==> src/rtl/adc_capture_sequencer_if.sv <==
// Stream bundle between the ADC core, the capture sequencer and the DMA/FIFO sink.
//   tvalid : word valid
//   tready : sink ready (unused on the ADC side, the source cannot stall)
//   tdata  : 32-bit word, [31:30] tag (2'b10 data, 2'b11 last word of burst)
//   tlast  : last word of burst (driven on the sink side only)
interface adc_capture_sequencer_if;
    localparam int unsigned DATA_W = 32;

    logic              tvalid;
    logic              tready;
    logic [DATA_W-1:0] tdata;
    logic              tlast;

    // Producer side of the sink link
    modport master (output tvalid, output tdata, output tlast, input tready);
    // ADC side: no back-pressure, tag carried inside tdata
    modport slave  (input tvalid, input tdata);
endinterface

==> src/rtl/adc_capture_sequencer.sv <==
// Sequences capture bursts on the ADC trigger/burst core and forwards its tagged
// stream to a back-pressured sink.
//   aclk, aresetn             : clock, asynchronous active-low reset
//   i_cfg_start / i_cfg_abort : one-cycle run control pulses
//   i_cfg_bursts/gap/timeout  : run configuration, latched on accepted start
//   o_adc_reset_trigger       : 0 holds the ADC trigger in reset / re-arm
//   o_adc_reset_max_sum       : 1 clears the ADC max-sum tracker
//   s_axis                    : ADC word stream (no ready)
//   m_axis                    : forwarded stream to the DMA/FIFO path
//   o_busy, o_done, o_timeout_err, o_overflow, o_bursts_done, o_words_fwd, o_state : status
module adc_capture_sequencer #(
    parameter int unsigned BURST_W = 16,
    parameter int unsigned TIMER_W = 32
) (
    input  logic                    aclk,
    input  logic                    aresetn,
    input  logic                    i_cfg_start,
    input  logic                    i_cfg_abort,
    input  logic [BURST_W-1:0]      i_cfg_bursts,
    input  logic [TIMER_W-1:0]      i_cfg_gap,
    input  logic [TIMER_W-1:0]      i_cfg_timeout,
    output logic                    o_adc_reset_trigger,
    output logic                    o_adc_reset_max_sum,
    adc_capture_sequencer_if.slave  s_axis,
    adc_capture_sequencer_if.master m_axis,
    output logic                    o_busy,
    output logic                    o_done,
    output logic                    o_timeout_err,
    output logic                    o_overflow,
    output logic [BURST_W-1:0]      o_bursts_done,
    output logic [TIMER_W-1:0]      o_words_fwd,
    output logic [2:0]              o_state
);
    localparam int unsigned DATA_W = 32;

    typedef enum logic [2:0] {
        ST_IDLE    = 3'd0,
        ST_CLEAR   = 3'd1,
        ST_CAPTURE = 3'd2,
        ST_GAP     = 3'd3,
        ST_DONE    = 3'd4
    } state_e;

    state_e              r_state;
    state_e              w_state_nxt;
    logic [TIMER_W-1:0]  r_timer;
    logic [BURST_W-1:0]  r_cfg_bursts;
    logic [TIMER_W-1:0]  r_cfg_gap;
    logic [TIMER_W-1:0]  r_cfg_timeout;
    logic                r_busy, r_done, r_trig, r_max_sum;
    logic                r_timeout_err, r_overflow;
    logic [BURST_W-1:0]  r_bursts_done;
    logic [TIMER_W-1:0]  r_words_fwd;
    logic                r_m_valid;
    logic [DATA_W-1:0]   r_m_data;
    logic                r_m_last;

    logic                w_tag_last;
    logic                w_last_word;
    logic                w_timeout_hit;
    logic                w_fwd_en;
    logic                w_out_free;
    logic [BURST_W-1:0]  w_bursts_inc;
    logic [TIMER_W-1:0]  w_gap_end;

    assign w_tag_last   = (s_axis.tdata[31:30] == 2'b11);
    assign w_last_word  = s_axis.tvalid && w_tag_last;
    assign w_bursts_inc = (r_bursts_done == '1) ? r_bursts_done : r_bursts_done + BURST_W'(1);
    // A zero gap still needs one low cycle so the ADC core can re-arm
    assign w_gap_end    = (r_cfg_gap == '0) ? '0 : r_cfg_gap - TIMER_W'(1);
    assign w_fwd_en     = (r_state == ST_CAPTURE) || (r_state == ST_GAP) || (r_state == ST_DONE);
    assign w_out_free   = !r_m_valid || m_axis.tready;

    // State register
    always_ff @(posedge aclk or negedge aresetn) begin
        if (!aresetn) r_state <= ST_IDLE;
        else          r_state <= w_state_nxt;
    end

    // Next-state logic; abort overrides every other transition
    always_comb begin
        w_state_nxt   = r_state;
        w_timeout_hit = 1'b0;
        case (r_state)
            ST_IDLE: begin
                if (i_cfg_start) w_state_nxt = (i_cfg_bursts != '0) ? ST_CLEAR : ST_DONE;
            end
            ST_CLEAR: w_state_nxt = ST_CAPTURE;
            ST_CAPTURE: begin
                if (w_last_word) begin
                    w_state_nxt = (w_bursts_inc == r_cfg_bursts) ? ST_DONE : ST_GAP;
                end else if ((r_cfg_timeout != '0) && (r_timer == r_cfg_timeout)) begin
                    w_timeout_hit = 1'b1;
                    w_state_nxt   = ST_DONE;
                end
            end
            ST_GAP: begin
                if (r_timer == w_gap_end) w_state_nxt = ST_CAPTURE;
            end
            ST_DONE: w_state_nxt = ST_IDLE;
            default: w_state_nxt = ST_IDLE;
        endcase
        if (i_cfg_abort && (r_state != ST_IDLE)) begin
            w_state_nxt   = ST_IDLE;
            w_timeout_hit = 1'b0;
        end
    end

    // State-decoded controls, registered from the next state so they align with it
    always_ff @(posedge aclk or negedge aresetn) begin
        if (!aresetn) begin
            r_busy    <= 1'b0;
            r_done    <= 1'b0;
            r_trig    <= 1'b0;
            r_max_sum <= 1'b0;
        end else begin
            r_busy    <= (w_state_nxt != ST_IDLE);
            r_done    <= (w_state_nxt == ST_DONE);
            r_trig    <= (w_state_nxt == ST_CAPTURE);
            r_max_sum <= (w_state_nxt == ST_CLEAR);
        end
    end

    // Per-state timer: restarts on every state change, saturates
    always_ff @(posedge aclk or negedge aresetn) begin
        if (!aresetn)                  r_timer <= '0;
        else if (w_state_nxt != r_state) r_timer <= '0;
        else if (r_timer != '1)        r_timer <= r_timer + TIMER_W'(1);
    end

    // Configuration latch on accepted start
    always_ff @(posedge aclk or negedge aresetn) begin
        if (!aresetn) begin
            r_cfg_bursts  <= '0;
            r_cfg_gap     <= '0;
            r_cfg_timeout <= '0;
        end else if ((r_state == ST_IDLE) && i_cfg_start) begin
            r_cfg_bursts  <= i_cfg_bursts;
            r_cfg_gap     <= i_cfg_gap;
            r_cfg_timeout <= i_cfg_timeout;
        end
    end

    // Output register, run counters and sticky flags
    always_ff @(posedge aclk or negedge aresetn) begin
        if (!aresetn) begin
            r_m_valid     <= 1'b0;
            r_m_data      <= '0;
            r_m_last      <= 1'b0;
            r_words_fwd   <= '0;
            r_bursts_done <= '0;
            r_overflow    <= 1'b0;
            r_timeout_err <= 1'b0;
        end else if (r_state == ST_CLEAR) begin
            r_m_valid     <= 1'b0;
            r_m_data      <= '0;
            r_m_last      <= 1'b0;
            r_words_fwd   <= '0;
            r_bursts_done <= '0;
            r_overflow    <= 1'b0;
            r_timeout_err <= 1'b0;
        end else begin
            if (r_m_valid && m_axis.tready) r_m_valid <= 1'b0;
            if (w_fwd_en && s_axis.tvalid) begin
                if (w_out_free) begin
                    r_m_valid <= 1'b1;
                    r_m_data  <= s_axis.tdata;
                    r_m_last  <= w_tag_last;
                    if (r_words_fwd != '1) r_words_fwd <= r_words_fwd + TIMER_W'(1);
                end else begin
                    r_overflow <= 1'b1;
                end
            end
            if ((r_state == ST_CAPTURE) && w_last_word) r_bursts_done <= w_bursts_inc;
            if (w_timeout_hit) r_timeout_err <= 1'b1;
        end
    end

    assign o_adc_reset_trigger = r_trig;
    assign o_adc_reset_max_sum = r_max_sum;
    assign o_busy              = r_busy;
    assign o_done              = r_done;
    assign o_timeout_err       = r_timeout_err;
    assign o_overflow          = r_overflow;
    assign o_bursts_done       = r_bursts_done;
    assign o_words_fwd         = r_words_fwd;
    assign o_state             = r_state;
    assign m_axis.tvalid       = r_m_valid;
    assign m_axis.tdata        = r_m_data;
    assign m_axis.tlast        = r_m_last;
endmodule

==> src/flat_wrapper.sv <==
// flat-port wrapper written by rule: the top's interface ports become plain ports
module adc_capture_sequencer_flat 
#(
    parameter int unsigned BURST_W = 16,
    parameter int unsigned TIMER_W = 32
)
  (aclk, aresetn, i_cfg_start, i_cfg_abort, i_cfg_bursts, i_cfg_gap, i_cfg_timeout, o_adc_reset_trigger, o_adc_reset_max_sum, o_busy, o_done, o_timeout_err, o_overflow, o_bursts_done, o_words_fwd, o_state, s_axis_tvalid, s_axis_tdata, m_axis_tvalid, m_axis_tdata, m_axis_tlast, m_axis_tready);
  adc_capture_sequencer_if s_axis_i ();
  adc_capture_sequencer_if m_axis_i ();
  input  logic aclk;
  input  logic aresetn;
  input  logic i_cfg_start;
  input  logic i_cfg_abort;
  input  logic [BURST_W-1:0] i_cfg_bursts;
  input  logic [TIMER_W-1:0] i_cfg_gap;
  input  logic [TIMER_W-1:0] i_cfg_timeout;
  output logic o_adc_reset_trigger;
  output logic o_adc_reset_max_sum;
  output logic o_busy;
  output logic o_done;
  output logic o_timeout_err;
  output logic o_overflow;
  output logic [BURST_W-1:0] o_bursts_done;
  output logic [TIMER_W-1:0] o_words_fwd;
  output logic [2:0] o_state;
  input wire logic [$bits(s_axis_i.tvalid)-1:0] s_axis_tvalid;
  input wire logic [$bits(s_axis_i.tdata)-1:0] s_axis_tdata;
  output wire logic [$bits(m_axis_i.tvalid)-1:0] m_axis_tvalid;
  output wire logic [$bits(m_axis_i.tdata)-1:0] m_axis_tdata;
  output wire logic [$bits(m_axis_i.tlast)-1:0] m_axis_tlast;
  input wire logic [$bits(m_axis_i.tready)-1:0] m_axis_tready;
  assign s_axis_i.tvalid = s_axis_tvalid;
  assign s_axis_i.tdata = s_axis_tdata;
  assign m_axis_tvalid = m_axis_i.tvalid;
  assign m_axis_tdata = m_axis_i.tdata;
  assign m_axis_tlast = m_axis_i.tlast;
  assign m_axis_i.tready = m_axis_tready;
  adc_capture_sequencer #(.BURST_W(BURST_W), .TIMER_W(TIMER_W)) u_core (.aclk(aclk), .aresetn(aresetn), .i_cfg_start(i_cfg_start), .i_cfg_abort(i_cfg_abort), .i_cfg_bursts(i_cfg_bursts), .i_cfg_gap(i_cfg_gap), .i_cfg_timeout(i_cfg_timeout), .o_adc_reset_trigger(o_adc_reset_trigger), .o_adc_reset_max_sum(o_adc_reset_max_sum), .s_axis(s_axis_i), .m_axis(m_axis_i), .o_busy(o_busy), .o_done(o_done), .o_timeout_err(o_timeout_err), .o_overflow(o_overflow), .o_bursts_done(o_bursts_done), .o_words_fwd(o_words_fwd), .o_state(o_state));
endmodule
==> config.mk <==
export PLATFORM = sky130hd
export DESIGN_NAME = adc_capture_sequencer_flat
export DESIGN_NICKNAME = d
export VERILOG_FILES = /design/src/rtl/adc_capture_sequencer_if.sv /design/src/rtl/adc_capture_sequencer.sv /design/src/flat_wrapper.sv
export SDC_FILE = /design/constraint.sdc
export NUM_CORES = 1
export LEC_CHECK = 0
export CORE_MARGIN = 3
export CORE_UTILIZATION = 55
export DETAILED_ROUTE_END_ITERATION = 6
export PLACE_DENSITY = 0.83
export SLEW_MARGIN = 30
export SYNTH_ARGS = -nofsm -noshare
export SYNTH_HDL_FRONTEND = slang
export SYNTH_SLANG_ARGS = --single-unit
==> constraint.sdc <==
create_clock -name aclk -period 7.4 [get_ports aclk]
set_input_delay 1.11 -clock aclk [delete_from_list [all_inputs] [get_ports aclk]]
set_output_delay 1.11 -clock aclk [all_outputs]
set_load 0.02 [all_outputs]
* Word-level counts from Yosys, hierarchy flattened *
Cells that the tools add are included.

word-level totals
  bits in registers = 203

cells by class
  reduce and logical (&&, ||, !) cells = 26
  muxes and demuxes = 37
  $add $sub $neg = 4
  equal/unequal tests = 16

operators with widths
  operator               number
  $mux 32                10
  $add 32x1->32 const B  2
  $eq 32x32->1           2
  $ne 32x32->1 const B   2
  $mux 16                3
  $logic_not 32->1       1
  $reduce_bool 32->1     1
  $sub 32x1->32 const B  1
  $mux 3                 7
  $add 16x1->16 const B  1
  $eq 16x16->1           1
  $eq 16x16->1 const B   1
  $mux 1                 16
  $reduce_bool 16->1     1
  $pmux 3 s4             1
  $reduce_bool 2->1      6
  $eq 3x2->1 const B     3
  $logic_and 1x1->1      7
  $eq 3x1->1 const B     2
  $eq 3x3->1 const B     2
  $reduce_bool 3->1      2
  $reduce_and 2->1       2
  $logic_not 3->1        1
  $logic_or 1x1->1       3
  other kinds (5)        5

* Longest topological paths before layout *
  word-level depth = 9
  gate-level depth with buffers = 15
  gate-level depth less buffers = 12

* Worst setup path before layout *
No wires, ideal clock.

  path kind = register -> register
  from = reg u_core.r_bursts_done[0], in the netlist u_core.o_bursts_done[0]
  to = reg u_core.r_timer[10]
  clock period less this slack = 3399 ps
  setup slack = 4001 ps
  library setup time = 97 ps
  data arrival time = 3303 ps
  stages on the path, launching flop included = 14
  required time = 7303 ps
  cells stage by stage = dfrtp_1 > ha_1 > and3_1 > clkbuf_1 > nand4_1 > and3_1 > xnor2_1 > or4_1 > nor4_4 > o21bai_2 > a211oi_2 > a31oi_4 > buf_6 > nor4_2

between the ends
  longest elaborated chain between the ends = 9

RTL lines
  item                                           line                          RTL
  from (decl)                                    adc_capture_sequencer.sv:52   logic [BURST_W-1:0] r_bursts_done;
  from (signal assigned)                         adc_capture_sequencer.sv:174  if ((r_state == ST_CAPTURE) && w_last_word) r_bursts_done <= w_bursts_inc;
  $add 16x1->16 or $eq 16x16->1 (tied branches)  adc_capture_sequencer.sv:68   assign w_bursts_inc = (r_bursts_done == '1) ? r_bursts_done : r_bursts_done + BURST_W'(1);
  $mux 16 *                                      adc_capture_sequencer.sv:68
  $eq 16x16->1 *                                 adc_capture_sequencer.sv:91   w_state_nxt = (w_bursts_inc == r_cfg_bursts) ? ST_DONE : ST_GAP;
  $mux 3 *                                       adc_capture_sequencer.sv:91
  $mux 3 *                                       adc_capture_sequencer.sv:90   if (w_last_word) begin
  $pmux 3 s4 *                                   adc_capture_sequencer.sv:84   case (r_state)
  $mux 3 *                                       adc_capture_sequencer.sv:103  if (i_cfg_abort && (r_state != ST_IDLE)) begin
  $ne 3x3->1 *                                   adc_capture_sequencer.sv:127  else if (w_state_nxt != r_state) r_timer <= '0;
  $mux 32 or $reduce_bool 2->1 (tied branches)   n/a
  to (signal assigned)                           adc_capture_sequencer.sv:128  else if (r_timer != '1) r_timer <= r_timer + TIMER_W'(1);
  to (decl)                                      adc_capture_sequencer.sv:46   logic [TIMER_W-1:0] r_timer;

Mark *: on every way between the ends. The rest lies on a longest branch, timed or not.
A chain may end at the register's enable or synchronous reset.

* Worst setup path after layout *
  from = reg u_core.r_cfg_gap[0]
  to = reg u_core.r_timer[31]

between the ends
  longest elaborated chain between the ends = 8

RTL lines
  item                                               line                          RTL
  from (decl)                                        adc_capture_sequencer.sv:48   logic [TIMER_W-1:0] r_cfg_gap;
  from (signal assigned)                             adc_capture_sequencer.sv:139  r_cfg_gap <= i_cfg_gap;
  $sub 32x1->32 or $logic_not 32->1 (tied branches)  adc_capture_sequencer.sv:70   assign w_gap_end = (r_cfg_gap == '0) ? '0 : r_cfg_gap - TIMER_W'(1);
  $mux 32 *                                          adc_capture_sequencer.sv:70
  $eq 32x32->1 *                                     adc_capture_sequencer.sv:98   if (r_timer == w_gap_end) w_state_nxt = ST_CAPTURE;
  $mux 3 *                                           adc_capture_sequencer.sv:98
  $pmux 3 s4 *                                       adc_capture_sequencer.sv:84
  $mux 3 *                                           adc_capture_sequencer.sv:103
  $ne 3x3->1 *                                       adc_capture_sequencer.sv:127
  $mux 32 or $reduce_bool 2->1 (tied branches)       n/a

Marks and branches as above.

==> impl_metrics.yaml <==
sta:
  fin_skew_ns: 0.0125
  setup_viol: 0
  maxSlewHeadroom: 0.480
  layout_min_cycle_time_ns: 4.56
  setup_tns_ns: 0
  post-route-period-util: 0.616
  hold_viol_final: 0
  slew_violations: 0
  rsz0062_at_grt: "no"
  worst-slew-pin-transition_ns: 0.780
  fmax_mhz: 219
floorplanning:
  core_area_um2: 21100
  num_io_pins: 209
  fp.dieW_um: 153
  start_util: 0.562
  die_area_um2: 23300
  std_cell_rows: 53
  dieHeight_um: 153
routing:
  vias: 10100
  route.detailed.drc: 0
  viasPerCell: 6.08
  ant_nets: 0
  wirelength_um: 32900
  drt_iter0_markers: 863
  first_pass_iters: 5
  avgRoutedWirePerCell_um: 19.8
logic_synthesis:
  synth_ff_type: "dfrtp_1"
  netlist_area_um2: 11900
  synth.area.top_cells: "dfrtp_1, mux2_2, xor2_1, xnor2_1, nand2_1"
  synthTopCellsByCount: "dfrtp_1, nand2_1, nor2_1"
  synth.distinct_cells: 81
  synth_edf_count: 0
  yosysMostFrequentCell: "dfrtp_1"
  synth_warnings: 0
  synth.largest_area_cell: "dfrtp_1"
  mappedNetlistNets: 1344
  synth_seq_area_share: 0.429
  synth_cells: 1222
  syn_avg_cell_area_um2: 9.70
  ys_seq_elements: 203
  synth_async_sr_flop_share: 1.00
  synth_top_area_share: 0.429
cts:
  cts_resized: 0
  postCtsHoldBufs: 0
  cts_sinks: 203
  clk_latency_ns: 0.52
  cts_inserted_buffers: 24
  clock-root-buffer: "clkbuf_16"
  cts_tree: "done"
  htree_num_levels: 1
  clk_pin_slew_ns: 0.06
  post_cts_buffers: 0
  clock_path_buffers: 3
critical_path:
  path_class: "reg2reg"
  worstPathRequired_ns: 7.77
  r2r_start: "u_core.r_cfg_gap[0]"
  r2r_end: "u_core.r_timer[31]"
  rr_worst_depth: 13
  crit_path_max_fanout: 32
  startpoint_type: "flip-flop"
  cp-end-kind: "flip-flop"
  arrival_ns: 4.93
  r2r_setup_slack_ns: 2.84
power_and_ir_drop:
  p_comb_frac: 0.385
  clkPwrFrac: 0.227
  seq_power_share: 0.388
  p_int_uw: 2960
  power_uw: 4840
  power_switching_uw: 1880
  peakVddDrop_mv: 0.218
  power.leakage_uw: 0.00579
  switching_share: 0.388
  power_density_nw_per_um2: 329
placed_design:
  port_buffers: 208
  gp_congestion: 0.969
  place_area_um2: 14000
  dp_hpwl_um: 23400
min_path:
  hold_path.class: "in2async"
global_routing:
  grt_use_total: 0.272
  grt_max_degree: 120
  top_usage_layer: "met2"
  antenna_found_initial: 1
  first_global_vias: 9934
  gr-usage-met1: 0.370
  met2_usage: 0.445
  use_met3: 0.0400
  grt_pass1_wl_um: 52700
  overflow: 0
finish:
  final_core_util: 0.698
  fillCellCount: 1612
  finalNetCount: 1497
  post_route_cells_drive_above_1_share: 0.132
  n_antenna_cell: 0
  fin_area_um2: 14700
  area_growth_pct: 24.3
outcome:
  outcome: "finished, final reports clean"
flow_run:
  cap_viol_max_count: 0
[worst max-delay path by stage]
stage / start / cells past startpoint / to / slack, ns
2_1_floorplan: u_core.o_bursts_done[0] / 13 / u_core.r_timer[10] / 4.00
3_5_place_dp: s_axis_tdata[30] / 9 / u_core.r_timer[31] / 2.94
5_1_grt: u_core.r_cfg_gap[0] / 13 / u_core.r_timer[0] / 2.38
6_report: u_core.r_cfg_gap[0] / 13 / u_core.r_timer[31] / 2.84
3_3_place_gp: s_axis_tdata[30] / 9 / u_core.r_timer[31] / 3.04
4_1_cts: u_core.r_cfg_gap[0] / 13 / u_core.r_timer[31] / 2.95
[sequential cells by signal, summed over array words and instances, names as in the netlist, 3 cells and up]
| name | cells |
|---|---|
| u_core.r_timer | 32 |
| u_core.o_words_fwd | 32 |
| u_core.r_cfg_gap | 32 |
| u_core.o_state | 3 |
| u_core.o_bursts_done | 16 |
| u_core.r_cfg_timeout | 32 |
| u_core.m_axis.tdata | 32 |
| u_core.r_cfg_bursts | 16 |
[critical path: stages (launching register included)]
cell and delay, ns:
dfrtp_1 0.42, inv_1 0.09, ha_1 0.31, nor4b_4 0.43, nand4_2 0.51, nor2_1 0.54
a21oi_1 0.06, a2111oi_0 0.43, and4bb_1 0.25, nor4b_2 0.23, a41oi_1 0.28, a31oi_4 0.24
buf_4 0.45, nor4_1 0.13
[logic make-up (layout without fill, tap and decap cells)]
logic type / Yosys count / count (layout) / synth area share
buf+inv: 108 / 275 / 0.0398
simple gates: 518 / 518 / 0.252
flops: 203 / 203 / 0.429
fa+ha+maj: 4 / 4 / 0.00422
mux: 87 / 87 / 0.0815
xor+xnor: 136 / 136 / 0.102
compound gates: 166 / 166 / 0.0920
[power groups by stage]
stage                     Sequential (uW)  Combinational [uW]  Clock (uW)
after floorplan                      1840                1250           0
after global placement               1870                1810           0
after detailed placement             1890                1850           0
after CTS                            1870                1860        1110
after global routing                 1920                2030        1160
final                                1880                1870        1100
[cell type report]
| type | count | area (um2) | share of cell area |
|---|---|---|---|
| Inverter | 17 | 63.8 | 0.00433 |
| Multi-Input combinational cell | 911 | 6320 | 0.429 |
| Sequential cell | 203 | 5080 | 0.345 |
| Clock inverter | 8 | 43.8 | 0.00297 |
| Tap cell | 275 | 344 | 0.0234 |
| Timing Repair Buffer | 218 | 2190 | 0.149 |
| Clock buffer | 32 | 682 | 0.0463 |
[metrics by stage]
step / instances / hold WS, ns / worst slack, ns
floorplan: 1222 / 0.490 / 4.00
global placement: 1623 / 0.479 / 3.04
detailed placement: 1623 / 0.490 / 2.94
CTS: 1663 / 0.503 / 2.95
global route: 1664 / 0.507 / 2.38
finish: 1664 / 0.481 / 2.84
[layer usage]
metal | up-vias | part of all wire
met5 | - | 0.00040
met4 | 2 | 0.040
met3 | 100 | 0.075
met2 | 461 | 0.47
met1 | 4885 | 0.41
li1 | 4673 | -
[placed cells by master, fill, tap and decap left out, drive strengths merged, types with 7 or more instances in the layout]
cell type and n:
and4 17, and2 9, clkbuf 32, buf 11
nor4b 7, nand3 51, o21ai 71, nor3 36
mux2 76, and3 21, a31oi 8, mux2i 11
clkinv 7, clkdlybuf4s50 207, dfrtp 203, inv 18
or3 11, nand2b 9, xor2 70, a21oi 24
nor4 59, nor2b 9, xnor2 65, nand2 143
nand4 42, nor2 87
Power figures use the tool's default switching activity.
